$ cat config.mk
export PLATFORM = sky130hd
export DESIGN_NAME = button_onepulse
export DESIGN_NICKNAME = d
export VERILOG_FILES = /design/src/rtl/button_onepulse_pkg.sv /design/src/rtl/button_onepulse_sync_2ff.sv /design/src/rtl/button_onepulse.sv
export SDC_FILE = /design/constraint.sdc
export NUM_CORES = 1
export LEC_CHECK = 0
export CAP_MARGIN = 20
export CORE_MARGIN = 2
export CORE_UTILIZATION = 38
export DETAILED_ROUTE_END_ITERATION = 16
export PLACE_DENSITY = 0.54
export SETUP_SLACK_MARGIN = 0.05
export SLEW_MARGIN = 30
export SYNTH_ARGS = -nofsm -noshare
export SYNTH_HDL_FRONTEND = slang
export SYNTH_SLANG_ARGS = --single-unit
export TNS_END_PERCENT = 1
$ cat constraint.sdc
create_clock -name clk -period 4.12 [get_ports clk]
set_clock_uncertainty 0.05 [all_clocks]
set_input_delay 0.618 -clock clk [delete_from_list [all_inputs] [get_ports clk]]
set_output_delay 0.618 -clock clk [all_outputs]
set_load 0.01 [all_outputs]
$ cat src/rtl/button_onepulse_pkg.sv
// ============================================================================
// Module   : button_onepulse_pkg
// Brief    : State encoding and default timing constants shared by the
//            front-panel button blocks.
// Revision : 1.0
// ============================================================================
`default_nettype none

package button_onepulse_pkg;

    typedef enum logic [1:0] {
        ST_IDLE    = 2'd0,
        ST_PRS_CHK = 2'd1,
        ST_HELD    = 2'd2,
        ST_REL_CHK = 2'd3
    } btn_state_e;

    localparam int DEF_DEB_W    = 16;
    localparam int DEF_DEB_MAX  = 50000;
    localparam int DEF_LONG_W   = 24;
    localparam int DEF_LONG_MAX = 10000000;

endpackage

`default_nettype wire

$ cat src/rtl/button_onepulse_sync_2ff.sv
// ============================================================================
// Module   : sync_2ff
// Brief    : Two-flop synchroniser for a single asynchronous level input.
// Revision : 1.0
// ============================================================================
`default_nettype none

module sync_2ff (
    input  logic clk,
    input  logic reset,
    input  logic d,
    output logic q
);

    logic stage1_q;
    logic stage2_q;

    always_ff @(posedge clk) begin
        if (reset) begin
            stage1_q <= 1'b0;
            stage2_q <= 1'b0;
        end else begin
            stage1_q <= d;
            stage2_q <= stage1_q;
        end
    end

    assign q = stage2_q;

endmodule

`default_nettype wire

$ cat src/rtl/button_onepulse.sv
// ============================================================================
// Module   : button_onepulse
// Brief    : Synchronises and debounces a push-button; emits press, release
//            and long-press one-cycle pulses plus a debounced level.
// Revision : 1.0
// ============================================================================
`default_nettype none

module button_onepulse
    import button_onepulse_pkg::*;
#(
    parameter int DEB_W    = DEF_DEB_W,
    parameter int DEB_MAX  = DEF_DEB_MAX,
    parameter int LONG_W   = DEF_LONG_W,
    parameter int LONG_MAX = DEF_LONG_MAX
) (
    input  logic clk,
    input  logic reset,
    input  logic btn_raw,
    output logic pressed,
    output logic press_pulse,
    output logic release_pulse,
    output logic long_pulse
);

    localparam logic [DEB_W-1:0]  DEB_LAST  = DEB_W'(DEB_MAX - 1);
    localparam logic [LONG_W-1:0] LONG_LAST = LONG_W'(LONG_MAX - 1);
    localparam logic [LONG_W-1:0] LONG_SAT  = LONG_W'(LONG_MAX);

    logic              s;
    btn_state_e        state_q, state_d;
    logic [DEB_W-1:0]  dcnt_q, dcnt_d;
    logic [LONG_W-1:0] lcnt_q, lcnt_d;
    logic              pressed_q, pressed_d;
    logic              press_q, press_d;
    logic              release_q, release_d;
    logic              long_q, long_d;

    sync_2ff u_sync (
        .clk   (clk),
        .reset (reset),
        .d     (btn_raw),
        .q     (s)
    );

    always_comb begin
        state_d   = state_q;
        dcnt_d    = dcnt_q;
        lcnt_d    = lcnt_q;
        press_d   = 1'b0;
        release_d = 1'b0;
        long_d    = 1'b0;
        case (state_q)
            ST_IDLE: begin
                if (s) begin
                    state_d = ST_PRS_CHK;
                    dcnt_d  = '0;
                end
            end
            ST_PRS_CHK: begin
                if (!s) begin
                    state_d = ST_IDLE;
                    dcnt_d  = '0;
                end else if (dcnt_q == DEB_LAST) begin
                    state_d = ST_HELD;
                    lcnt_d  = '0;
                    press_d = 1'b1;
                end else begin
                    dcnt_d = dcnt_q + 1'b1;
                end
            end
            ST_HELD: begin
                // A release sample wins over a coincident long-press expiry.
                if (!s) begin
                    state_d = ST_REL_CHK;
                    dcnt_d  = '0;
                end else if (lcnt_q == LONG_LAST) begin
                    long_d = 1'b1;
                    lcnt_d = LONG_SAT;
                end else if (lcnt_q != LONG_SAT) begin
                    lcnt_d = lcnt_q + 1'b1;
                end
            end
            ST_REL_CHK: begin
                // Bouncing back to HELD keeps lcnt so long-press timing continues.
                if (s) begin
                    state_d = ST_HELD;
                    dcnt_d  = '0;
                end else if (dcnt_q == DEB_LAST) begin
                    state_d   = ST_IDLE;
                    release_d = 1'b1;
                end else begin
                    dcnt_d = dcnt_q + 1'b1;
                end
            end
            default: begin
                state_d = ST_IDLE;
            end
        endcase
        pressed_d = (state_d == ST_HELD) || (state_d == ST_REL_CHK);
    end

    always_ff @(posedge clk) begin
        if (reset) begin
            state_q   <= ST_IDLE;
            dcnt_q    <= '0;
            lcnt_q    <= '0;
            pressed_q <= 1'b0;
            press_q   <= 1'b0;
            release_q <= 1'b0;
            long_q    <= 1'b0;
        end else begin
            state_q   <= state_d;
            dcnt_q    <= dcnt_d;
            lcnt_q    <= lcnt_d;
            pressed_q <= pressed_d;
            press_q   <= press_d;
            release_q <= release_d;
            long_q    <= long_d;
        end
    end

    assign pressed       = pressed_q;
    assign press_pulse   = press_q;
    assign release_pulse = release_q;
    assign long_pulse    = long_q;

endmodule

`default_nettype wire
After elaboration in Yosys (flattened, before gate mapping)
Cells that the tools add are included.
{ "op_classes": {"addsub": 2, "n_bitwise": 4, "eq_ne": 14, "reduce_logical": 8, "n_mux": 21} }
{ "op_table": {"columns": ["op", "count"], "rows": [
  ["24-bit 2-to-1 mux", 5],
  ["16-bit 2-to-1 mux", 5],
  ["16-bit one-hot mux with 4 select lines", 1],
  ["24-bit one-hot mux with 2 select lines", 1],
  ["24-bit by 1-bit adder with 24-bit output (second input constant)", 1],
  ["24-bit equality test (second input constant)", 1],
  ["24-bit inequality test (second input constant)", 1],
  ["16-bit by 1-bit adder with 16-bit output (second input constant)", 1],
  ["16-bit equality test (second input constant)", 1],
  ["2-bit 2-to-1 mux", 6],
  ["3-bit OR reduction", 3],
  ["2-bit equality test (second input constant)", 4],
  ["2-bit one-hot mux with 4 select lines", 1],
  ["2-bit by 1-bit inequality test with 1-bit output (second input constant)", 3],
  ["5-bit AND reduction", 1],
  ["2-bit inequality test (second input constant)", 2],
  ["1-bit NOT", 4],
  ["3-bit inequality test (second input constant)", 1],
  ["2-bit by 1-bit equality test with 1-bit output (second input constant)", 1],
  ["2-bit zero test", 1],
  ["1-bit 2-to-1 mux", 2],
  ["2-bit AND reduction", 1],
  ["2-bit nonzero test", 1],
  ["1-bit logical OR", 1]
]} }
{ "totals": {"wordCells": 58, "inputBits": 3, "reg_bits": 48} }

Logic depth before layout (Yosys ltp)
{ "logic_depth": {"word_depth": 6, "ltp_mapped": 9, "mapped_depth_nobuf": 7} }

By module
From an unflattened synthesis, not the netlist that was laid out.
{ "hier_totals": {"cells_unflattened": 327, "area_unflattened_um2": 2695.1} }
{ "modules_own_cells": {"columns": ["module", "seq_area_each_um2", "n_inst", "area_per_inst_um2", "cells_per_inst"], "rows": [
  ["button_onepulse", 920.9, 1, 2642.5, 323],
  ["sync_2ff", 40.0, 1, 52.6, 4]
]} }

Worst setup path after synthesis
Ideal clock, no wire load.
{ "synth_timing": {"path_type": "flip-flop to flip-flop", "startpoint": "reg dcnt_q[0]", "endpoint": "reg lcnt_q[15]", "path_stages_with_launch": 9, "required_time_ns": 3.951, "synth_period_minus_slack_ns": 1.955, "t_arrival_ns": 1.786, "path_slack_ns": 2.165, "setup_time_ns": 0.119, "cell_sequence": "dfxtp_1 ha_1 and3_1 buf_2 and4_4 a31oi_4 buf_2 nor3_1 o221a_2"} }
{ "synth_via": {"elab_chain_len": 3} }
{ "synth_lines": {"columns": ["item", "line", "source"], "rows": [
  ["from (decl)", "button_onepulse.sv:32", "logic [DEB_W-1:0] dcnt_q, dcnt_d;"],
  ["from (signal assigned)", "button_onepulse.sv:114", "dcnt_q <= dcnt_d;"],
  ["16-bit equality test", "button_onepulse.sv:64", "end else if (dcnt_q == DEB_LAST) begin"],
  ["2-bit inequality test (no source line)", null, null],
  ["5-bit AND reduction (no source line)", null, null],
  ["to (signal assigned)", "button_onepulse.sv:115", "lcnt_q <= lcnt_d;"],
  ["to (decl)", "button_onepulse.sv:33", "logic [LONG_W-1:0] lcnt_q, lcnt_d;"]
]} }
Every way passes these cells.
A chain may end at the register's enable or synchronous reset.

Worst setup path after layout
{ "layout_timing": {"startpoint": "reg state_q[0]", "endpoint": "reg lcnt_q[21]"} }
{ "layout_via": {"elab_chain_len": 3} }
{ "layout_lines": {"columns": ["item", "line", "source"], "rows": [
  ["from (decl)", "button_onepulse.sv:31", "btn_state_e state_q, state_d;"],
  ["from (signal assigned)", "button_onepulse.sv:113", "state_q <= state_d;"],
  ["2-bit equality test / 2-bit by 1-bit equality test with 1-bit output (equally long branches)", "button_onepulse.sv:53", "case (state_q)"],
  ["3-bit inequality test (no source line), or another cell as far along", null, null],
  ["5-bit AND reduction (no source line)", null, null]
]} }
Parallel ways exist; a longest one is shown, timed or not.

==> impl_metrics.toml <==
[place]
dp_cells = 418
pre_cts_ws_ns = 1.29
routabilityCongestion = 0.888
io_buffer_count = 6
dpl_cell_area_sq_um = 2950
dpl.hpwl_um = 4740

[logic_synthesis]
ys_top_cells_by_area = "dfxtp_1 (34%), ha_1 (3.5%), nand4_1 (3.3%)"
synth_top_flop_cell = "dfxtp_1"
syn_nets = 339
netlist_area_sq_um = 2860
synth_edf_count = 0
yosysWarningCount = 0
syn_avg_cell_area_sq_um = 8.73
ys_seq_area_share_pct = 33.6
synthTopCellsByCount = "dfxtp_1 (48), nand2_1 (22), inv_1 (18), nor2_1 (18)"
syn-instance-count = 328
synthArstFlopShare_pct = 0
yosys.area.top_type_share_pct = 33.6
ys_types = 67
synth.most_common_cell = "dfxtp_1"
ys_ff_latch = 48
synth.largest_area_cell = "dfxtp_1"

[cts]
hold_buffers = 0
post_cts_resize_count = 0
cts_tree = "yes"
post_cts_buffers = 0
path_clk_slew_ns = 0.09
root_buffer = "clkbuf_8"
cts_sinks = 48
cts_buffers = 5
clk_latency_ns = 0.31
htree_levels = 2
ctsLongestPathBuffers = 2

[sta]
fmax_ghz = 0.347
setup_tns_ns = 0
setup_viol = 0
worst_slew_margin_rel_pct = 51.1
rsz0062_at_grt = "no"
finalHoldWorstSlack_ns = 0.409
hold_viol = 0
fin_ws_ns = 1.24
fin_crit_ns = 2.88
drv_slew = 0
tightest_slew_ns = 0.726
period_share_pct = 70.0

[global_routing]
grt.total_usage_pct = 17.4
grt_start_max_net_pins = 28
grt_pass1_vias = 2399
antenna_found_initial = 0
grt_pass1_wl_um = 11800
gr-total-overflow = 0

[drt]
ant_nets = 0
drc_errors = 0
firstDrtPassIters = 4
viasPerCell = 5.79
wl_per_cell_um = 15.9
postRouteWirelength_um = 6780
initialDrtViolationCount = 155
num_vias = 2466

[pwr]
p_clk_share_pct = 27.5
power.leakage_nw = 0.915
peakVddDrop_mv = 0.131
seq_power_share_pct = 39.8
p_int_mw = 0.794
total_power_mw = 1.28
power.density_nw_per_um2 = 417
switchingPower_mw = 0.482
p_comb_share_pct = 32.7
sw_frac_of_total_pct = 37.8

[layout]
nets = 337
multi_input_area_sq_um = 1720
finalInstanceArea_sq_um = 3060
syn_to_final_growth_pct = 6.95
fillCellCount = 778
seqCellArea_sq_um = 961
n_antenna_cell = 0
fin_util_pct = 42.0
final_cells = 426
final_layout_size_suffix_gt1_share_pct = 11.9

[outcome]
status = "finished, final reports clean"

[worst_setup_path]
worst_setup_path_start_kind = "flop"
path_max_fanout = 27
cp-end-kind = "flop"
worstPathArrival_ns = 3.07
crit_required_ns = 4.30
worstSetupPathType = "flop to flop"

[die]
rows = 31
dieArea_sq_um = 8240
initial_core_util_pct = 39.3
core-area_sq_um = 7290
ioPinCount = 7
die_h_um = 90.8
die_w_um = 90.8

[worst_hold_path]
hold_path.class = "flop to flop"

[run]
maxCapViolCount = 0
==> cell families after synthesis <==
family	share of synthesized area, %
adder cells (fa/ha/maj)	3.50
AND/OR/NAND/NOR	32.2
AO/OA/AOI/OAI	21.3
XOR/XNOR	3.06
buffers and inverters	6.38
flip-flops	33.6
==> cell usage in the layout (no fill, tap or decap), types with 3 or more instances in the layout <==
cell type         n
nand2_1          22
or4_1             5
o31ai_1           5
inv_1            18
ha_1              8
a21oi_1          16
nand3_1          16
nor3b_1           5
nand4_1          15
o2bb2ai_1         3
dfxtp_1          48
xnor2_1           7
and2_1            4
nor3_1           11
a31oi_1           3
a211oi_1          9
a221oi_2          3
nor2_1           18
o32ai_1           6
o21ai_0          13
or2_2             3
a21o_1            3
and3_1            6
or3_1            11
clkdlybuf4s50_1   6
nor4_1            3
xor2_1            3
o211ai_1          3
clkbuf_8          5
==> routing by layer <==
metal	vias to the layer above	share of wire, %	global-route usage [%]
met5	-	0	0
met4	0	1.3	6.06
met3	8	3.6	3.09
met2	42	43	25.1
met1	1175	52	25.8
li1	1241	-	-
==> state kept, by name (all words and copies together) (netlist names) <==
name	cells
dcnt_q	16
lcnt_q	24
long_pulse	1
press_pulse	1
pressed	1
release_pulse	1
state_q	2
u_sync.q	1
u_sync.stage1_q	1
==> layout make-up <==
class	instances	share of cell area [%]
well taps	99	4.05
multi-input cells	244	56.2
flip-flops and latches	48	31.4
clock buffers	5	2.25
clock inverters	3	1.39
repair buffers	8	2.45
inverters	19	2.33
==> path summary, 6_finish.rpt <==
check          endpoint       startpoint  slack (ns)  cells past startpoint
min reg2reg    u_sync.q  u_sync.stage1_q        0.41                      1
max reg2reg  lcnt_q[21]       state_q[0]        1.24                      7
max          lcnt_q[21]       state_q[0]        1.24                      7
min            u_sync.q  u_sync.stage1_q        0.41                      1
==> critical path, stage by stage (launching register included) <==
cell and delay [ns]:
dfxtp_1 0.35, inv_1 0.13, ha_1 0.52, inv_2 0.18, o211a_1 0.29, a31oi_4 0.59
o21ai_0 0.45, a21oi_1 0.24
==> power by group through the flow <==
stage	clock network (mW)	logic [mW]	registers (mW)
2_1_floorplan	0	0.344	0.514
3_3_place_gp	0	0.411	0.517
3_5_place_dp	0	0.414	0.518
4_1_cts	0.360	0.415	0.507
5_1_grt	0.377	0.459	0.512
6_report	0.351	0.417	0.508
(Power assumes the default switching activity.)
